--- src/rtl/sap1_pkg.sv ---
// Shared SAP-1 control definitions: opcodes, T-state encodings and the
// control-word layout used by both the sequencer and the datapath top level.
package sap1_pkg;

  localparam logic [3:0] OP_LDA = 4'b0000;
  localparam logic [3:0] OP_ADD = 4'b0001;
  localparam logic [3:0] OP_SUB = 4'b0010;
  localparam logic [3:0] OP_OUT = 4'b1110;
  localparam logic [3:0] OP_HLT = 4'b1111;

  localparam int T1_IDX = 0;
  localparam int T2_IDX = 1;
  localparam int T3_IDX = 2;
  localparam int T4_IDX = 3;
  localparam int T5_IDX = 4;
  localparam int T6_IDX = 5;

  // One-hot ring encoding; all-zero is the idle T0 state after clear.
  typedef enum logic [5:0] {
    ST_T0 = 6'b000000,
    ST_T1 = 6'b000001,
    ST_T2 = 6'b000010,
    ST_T3 = 6'b000100,
    ST_T4 = 6'b001000,
    ST_T5 = 6'b010000,
    ST_T6 = 6'b100000
  } t_state_e;

  typedef struct packed {
    logic cp;
    logic ep;
    logic lm;
    logic ce;
    logic li;
    logic ei;
    logic la;
    logic ea;
    logic su;
    logic eu;
    logic lb;
    logic lo;
  } ctrl_word_t;

endpackage

--- src/rtl/sap1_ring_counter.sv ---
// One-hot T0..T6 ring stepping on the falling edge, with synchronous clear
// and a freeze input that holds the current state (used for HLT).
module sap1_ring_counter
  import sap1_pkg::*;
(
  input  logic     i_clk,
  input  logic     i_clear,
  input  logic     i_freeze,
  output t_state_e o_state,
  output t_state_e o_state_next
);

  t_state_e r_state;
  t_state_e w_state_next;

  always_comb begin
    w_state_next = r_state;
    if (!i_freeze) begin
      case (r_state)
        ST_T0:   w_state_next = ST_T1;
        ST_T1:   w_state_next = ST_T2;
        ST_T2:   w_state_next = ST_T3;
        ST_T3:   w_state_next = ST_T4;
        ST_T4:   w_state_next = ST_T5;
        ST_T5:   w_state_next = ST_T6;
        ST_T6:   w_state_next = ST_T1;
        default: w_state_next = ST_T0;
      endcase
    end
  end

  always_ff @(negedge i_clk) begin
    if (i_clear) r_state <= ST_T0;
    else         r_state <= w_state_next;
  end

  assign o_state      = r_state;
  assign o_state_next = w_state_next;

endmodule

--- src/rtl/sap1_controller_sequencer.sv ---
// SAP-1 controller/sequencer: decodes the state being entered together with
// the opcode into a registered control word, updated on the falling edge.
module sap1_controller_sequencer
  import sap1_pkg::*;
#(
  parameter int OPCODE_W = 4,
  parameter int NUM_T    = 6
) (
  input  logic                clock,
  input  logic                clear,
  input  logic [OPCODE_W-1:0] opcode,
  output logic [NUM_T-1:0]    t_state,
  output logic                cp,
  output logic                ep,
  output logic                pc_clr_n,
  output logic                lm,
  output logic                ce,
  output logic                li,
  output logic                ei,
  output logic                la,
  output logic                ea,
  output logic                su,
  output logic                eu,
  output logic                lb,
  output logic                lo,
  output logic                halted
);

  if (NUM_T != 6) begin : g_num_t_check
    $fatal(1, "sap1_controller_sequencer: only NUM_T == 6 is supported");
  end

  t_state_e   w_t_state;
  t_state_e   w_t_next;
  ctrl_word_t w_cw_next;
  ctrl_word_t r_cw;
  logic       r_halted;
  logic       w_halt_now;

  sap1_ring_counter u_ring (
    .i_clk        (clock),
    .i_clear      (clear),
    .i_freeze     (r_halted),
    .o_state      (w_t_state),
    .o_state_next (w_t_next)
  );

  // HLT is recognised on the same edge that enters T4, so T4 never shows strobes.
  assign w_halt_now = !r_halted && (w_t_next == ST_T4) && (opcode == OP_HLT);

  always_comb begin
    w_cw_next = '0;
    if (!r_halted && !w_halt_now) begin
      case (w_t_next)
        ST_T1: begin
          w_cw_next.ep = 1'b1;
          w_cw_next.lm = 1'b1;
        end
        ST_T2: w_cw_next.cp = 1'b1;
        ST_T3: begin
          w_cw_next.ce = 1'b1;
          w_cw_next.li = 1'b1;
        end
        ST_T4: begin
          case (opcode)
            OP_LDA, OP_ADD, OP_SUB: begin
              w_cw_next.ei = 1'b1;
              w_cw_next.lm = 1'b1;
            end
            OP_OUT: begin
              w_cw_next.ea = 1'b1;
              w_cw_next.lo = 1'b1;
            end
            default: ;
          endcase
        end
        ST_T5: begin
          case (opcode)
            OP_LDA: begin
              w_cw_next.ce = 1'b1;
              w_cw_next.la = 1'b1;
            end
            OP_ADD, OP_SUB: begin
              w_cw_next.ce = 1'b1;
              w_cw_next.lb = 1'b1;
            end
            default: ;
          endcase
        end
        ST_T6: begin
          case (opcode)
            OP_ADD: begin
              w_cw_next.eu = 1'b1;
              w_cw_next.la = 1'b1;
            end
            OP_SUB: begin
              w_cw_next.eu = 1'b1;
              w_cw_next.su = 1'b1;
              w_cw_next.la = 1'b1;
            end
            default: ;
          endcase
        end
        default: ;
      endcase
    end
  end

  always_ff @(negedge clock) begin
    if (clear) begin
      r_cw     <= '0;
      r_halted <= 1'b0;
    end else begin
      r_cw     <= w_cw_next;
      r_halted <= r_halted | w_halt_now;
    end
  end

  assign t_state  = w_t_state;
  assign pc_clr_n = !clear;
  assign cp       = r_cw.cp;
  assign ep       = r_cw.ep;
  assign lm       = r_cw.lm;
  assign ce       = r_cw.ce;
  assign li       = r_cw.li;
  assign ei       = r_cw.ei;
  assign la       = r_cw.la;
  assign ea       = r_cw.ea;
  assign su       = r_cw.su;
  assign eu       = r_cw.eu;
  assign lb       = r_cw.lb;
  assign lo       = r_cw.lo;
  assign halted   = r_halted;

endmodule

--- config.mk ---
export PLATFORM = sky130hd
export DESIGN_NAME = sap1_controller_sequencer
export DESIGN_NICKNAME = d
export VERILOG_FILES = /design/src/rtl/sap1_pkg.sv /design/src/rtl/sap1_ring_counter.sv /design/src/rtl/sap1_controller_sequencer.sv
export SDC_FILE = /design/constraint.sdc
export NUM_CORES = 1
export LEC_CHECK = 0
export BUFFER_PORTS_ARGS = -buffer_cell sky130_fd_sc_hd__buf_2
export CAP_MARGIN = 20
export CORE_MARGIN = 2
export CORE_UTILIZATION = 49
export CTS_CLUSTER_SIZE = 10
export DETAILED_ROUTE_END_ITERATION = 10
export PLACE_DENSITY_LB_ADDON = 0.1
export SYNTH_ARGS = -nofsm -noshare
export SYNTH_HDL_FRONTEND = slang
export SYNTH_SLANG_ARGS = --single-unit
--- constraint.sdc ---
create_clock -name clock -period 1.8 [get_ports clock]
set_input_delay 0.36 -clock clock [delete_from_list [all_inputs] [get_ports clock]]
set_output_delay 0.36 -clock clock [all_outputs]
set_load 0.01 [all_outputs]
; ---- Word-level counts from Yosys, hierarchy flattened
; Index checks and enable logic that the tools add are counted.
[word_totals]
ff_bits = 18
in_bits = 6
output_inout_bits = 20
wordCells = 62
[op_classes]
eq_ne = 16
mux = 13
n_bitwise = 5
reduce_logical = 15
[ops]
columns = operator, count
row1 = one-hot mux 6 bit (6 select lines), 1
row2 = == test 6 x 1 -> 1 bit (second input constant), 2
row3 = == test 6 x 2 -> 1 bit (second input constant), 2
row4 = == test 6 x 3 -> 1 bit (second input constant), 2
row5 = == test 6 x 4 -> 1 bit (second input constant), 2
row6 = == test 6 x 5 -> 1 bit (second input constant), 2
row7 = == test 6 bit (second input constant), 2
row8 = OR reduction 3 bit, 4
row9 = == test 4 bit (second input constant), 2
row10 = two-way mux 1 bit, 8
row11 = zero test 6 bit, 1
row12 = two-way mux 6 bit, 1
row13 = one-hot mux 1 bit (2 select lines), 3
row14 = OR reduction 2 bit, 3
row15 = == test 4 x 1 -> 1 bit (second input constant), 1
row16 = == test 4 x 2 -> 1 bit (second input constant), 1
row17 = zero test 4 bit, 1
row18 = NOT 1 bit, 4
row19 = logical AND 1 bit, 3
row20 = zero test 1 bit, 3
row21 = bitwise OR 1 bit, 1

; ---- Logic depth before layout (Yosys ltp)
[depth]
word_depth = 11
mapped_depth = 5
mapped_depth_nobuf = 4

; ---- Modules after synthesis
; From an unflattened synthesis, not the netlist that was laid out.
[unflattened]
hier_cells = 85
area_unflattened_um2 = 790.8
[modules_own_cells]
columns = module, instances, cells_per_inst, area_each_um2, seq_area_each_um2
row1 = sap1_controller_sequencer, 1, 50, 500.5, 240.2
row2 = sap1_ring_counter, 1, 35, 290.3, 120.1

==> impl_results.rst <==
.. list-table::
   :header-rows: 1

   * - Metric
     - Value
   * - Height of the chip
     - between 40 and 50 um
   * - Synthesized instance count
     - between 90 and 100
   * - Clock buffer count from CTS
     - 3
   * - Global-route usage over all layers
     - 22.6%
   * - Detailed Routing Iterations Pass 1
     - 4
   * - Switching share of power
     - between 30% and 40%
   * - Ys Warns
     - 0
   * - Post-layout net count
     - approximately 160
   * - Category of cells accounting for the largest share of critical-path delay
     - flip-flops
   * - Leakage power
     - 0.613 nW
   * - Violations in the final reports
     - setup timing
   * - Peak VDD IR
     - 0.502 mV
   * - Clock network power share
     - between 30% and 40%
   * - Vias
     - 892
   * - Mean instance size in the synthesized netlist
     - around 9.1 um^2
   * - Worst-path maximum fanout
     - 2
   * - Combinational fraction of design power
     - between 10% and 20%
   * - Post-route total power
     - 0.987 mW
   * - Biggest cell delay along the critical path
     - around 0.34 ns
   * - Distinct cell type count of the synthesized netlist
     - 36
   * - Final setup fails
     - 19
   * - Antenna fix cells
     - 0
   * - Relative contribution of sequential cells to total power
     - between 40% and 50%
   * - Clock slew at the register clock pins of the worst setup and hold paths
     - around 0.05 ns
   * - Buffer levels on the longest clock path
     - 2
   * - Skew-Pair Late Insertion Delay
     - about 0.38 ns
   * - Final routed DRC violation total
     - 0
   * - Num rows
     - 15
   * - # fillers
     - around 130
   * - Setup WS post-layout
     - -0.269 ns
   * - Cell area reported after detailed placement
     - roughly 1100 um^2
   * - Routability congestion estimate from global placement
     - between 0.8 and 0.9
   * - Cell Area, Synth
     - between 800 and 900 um^2
   * - Util after Layout
     - between 70% and 80%
   * - Worst max-slew margin expressed relative to the limit
     - between 70% and 80%
   * - Clock root buffer
     - sky130_fd_sc_hd__clkbuf_4
   * - Data required time of the worst path
     - around 1.4 ns
   * - Layout overhead on the synthesized area
     - 45.1%
   * - Worst Path Buf+Inv
     - 1
   * - Type of the tightest min-delay check
     - reg2reg
   * - Vias per cell
     - 5.41
   * - Total die area
     - ~2100 um^2
   * - Ports placed on the boundary
     - 26
   * - Setup Skew
     - 0.0144 ns
   * - Remaining global-route overflow
     - 0
   * - Routed wire per std cell
     - 12.7 um
   * - Async set-reset flop share out of synthesis
     - 0%
   * - Total non-filler cell area in the finished layout
     - around 1200 um^2
   * - PortBufs
     - 25
   * - Kind of start point of the critical path
     - flip-flop
   * - Tightest hold margin
     - around 0.57 ns
   * - Hold violation total from the final report
     - 0
   * - Core Box Area
     - between 1500 and 2000 um^2
   * - Sequential fraction of the synthesis area
     - a little over two fifths
   * - Starting density of the core
     - between 50% and 60%
   * - CP Class
     - reg2out
   * - Die outline width
     - roughly 46 um
   * - RSZ-0062 raised after global routing
     - yes
   * - Number of antenna violations at the first check in global routing
     - 0
   * - Post-DP HPWL
     - 1470 um
   * - First-pass GRT wire length
     - ~3300 um
   * - Clock sink count
     - 18
   * - Main synth FF type
     - sky130_fd_sc_hd__dfxtp_1
   * - Worst EP arrival
     - 1.71 ns
   * - Pin slew with the least headroom to its limit
     - around 0.4 ns
   * - Number of design-rule violations left by the first detailed-router iteration
     - 21
   * - Clock tree from TritonCTS
     - built
   * - Switching power
     - 0.342 mW
   * - Max Cap Viol
     - 0
   * - Residual antenna-violating net count after detailed routing
     - 0
   * - Max stage delay cell, worst path
     - sky130_fd_sc_hd__dfxtp_2
   * - Power density cells
     - around 800 nW/um^2
   * - Share of layout cells above drive strength 1
     - a little over two fifths
   * - #FFs+latches synth
     - 18
   * - Count of flip-flops with a built-in enable after synthesis
     - 0
   * - Cells traversed along the worst timing path
     - buf_6
   * - Design internal power
     - 0.645 mW
   * - Total Wirelength
     - 2100 um
   * - Status
     - complete, but fails checks
   * - H-tree depth
     - 1
   * - Largest net degree at the start of global routing
     - 16
   * - Number of max-slew violations in the final report
     - 0
   * - Number of buffers added to fix hold violations after cts
     - 0
   * - Vias in the first global route
     - 835
   * - Category of the worst setup path capture point
     - output port
   * - Synthesized Nets
     - 100
cells by family after synthesis:
family	count (synthesis)	synth area share [%]
AOI/OAI and AO/OA	23	22.8
buffers and inverters	8	4.98
DFF	18	42.2
and+or+nand+nor	45	30.0
cell usage after synthesis, types with 2 or more instances:
library cell	n	share of area [%]
sky130_fd_sc_hd__a21oi_1	6	3.5
sky130_fd_sc_hd__nand3_1	5	2.9
sky130_fd_sc_hd__buf_4	3	2.6
sky130_fd_sc_hd__dfxtp_1	18	42
sky130_fd_sc_hd__or3_1	2	1.5
sky130_fd_sc_hd__inv_1	3	1.3
sky130_fd_sc_hd__nor2_1	10	4.4
sky130_fd_sc_hd__nor2b_1	2	1.5
sky130_fd_sc_hd__nand4_1	2	1.5
sky130_fd_sc_hd__nor3b_1	2	1.8
sky130_fd_sc_hd__nor3_1	4	2.3
sky130_fd_sc_hd__nor4_2	2	2.9
sky130_fd_sc_hd__o21ai_0	3	1.8
sky130_fd_sc_hd__nand2_1	10	4.4
cell type report:
class                           instances  area, um^2  share of cell area, %
Clock buffer                            3        22.5                   1.82
Clock inverter                         19        72.6                   5.85
Inverter                                2        7.51                  0.605
Multi-Input combinational cell         68         452                   36.4
Sequential cell                        18         373                   30.1
Tap cell                               17        21.3                   1.72
Timing Repair Buffer                   38         292                   23.5
power by group through the flow:
stage	Combinational [mW]	Sequential [mW]	Clock (mW)
2_1_floorplan	0.101	0.448	0.0647
3_3_place_gp	0.174	0.431	0.0647
3_5_place_dp	0.175	0.431	0.0647
4_1_cts	0.184	0.428	0.382
5_1_grt	0.203	0.430	0.434
6_report	0.187	0.429	0.370
what timing repair did:
item / 4_1_cts / 5_1_grt
pin swaps: 0 / 1
setup buffers: 0 / 0
gates resized for setup: 17 / 4
cloned: 0 / 0
endpoints found under the setup margin: 19 / 19
registers in the layout (all words and copies together) (netlist names):
name and flops:
ce 1, cp 1, ei 1, ep 1
eu 1, halted 1, la 1, lb 1
li 1, lm 1, lo 1, su 1
u_ring.o_state 6
cell usage in the layout, fill, tap and decap left out, drive strengths merged, types with 3 or more instances in the layout:
cell    instances
buf            38
inv            20
dfxtp          18
nand2          11
nor2           10
a21oi           7
nand3           5
nor3            4
o21ai           3
clkbuf          3
a211oi          3
through the flow:
stage / setup WS, ns / instances / setup TNS [ns]
final: -0.269 / 165 / -4.70
after floorplan: -0.227 / 94 / -1.65
after detailed placement: -0.306 / 144 / -3.39
after global placement: -0.310 / 144 / -3.34
after global routing: -0.307 / 165 / -5.40
after CTS: -0.276 / 165 / -4.78
layer usage:
metal | vias up | share of wire (%) | global-route usage [%]
met5 | - | 0 | 0
met4 | 0 | 2.2 | 14.3
met3 | 7 | 5.4 | 8.33
met2 | 35 | 49 | 34.1
met1 | 402 | 43 | 26.8
li1 | 448 | - | -
final timing paths:
path,from,to,slack (ns),cells after the start
max,lo,ea,-0.27,1
min,u_ring.o_state[1],ep,0.57,2
max reg2reg,halted,ep,0.26,5
min reg2reg,u_ring.o_state[1],ep,0.57,2
Power figures use the tool's default switching activity.
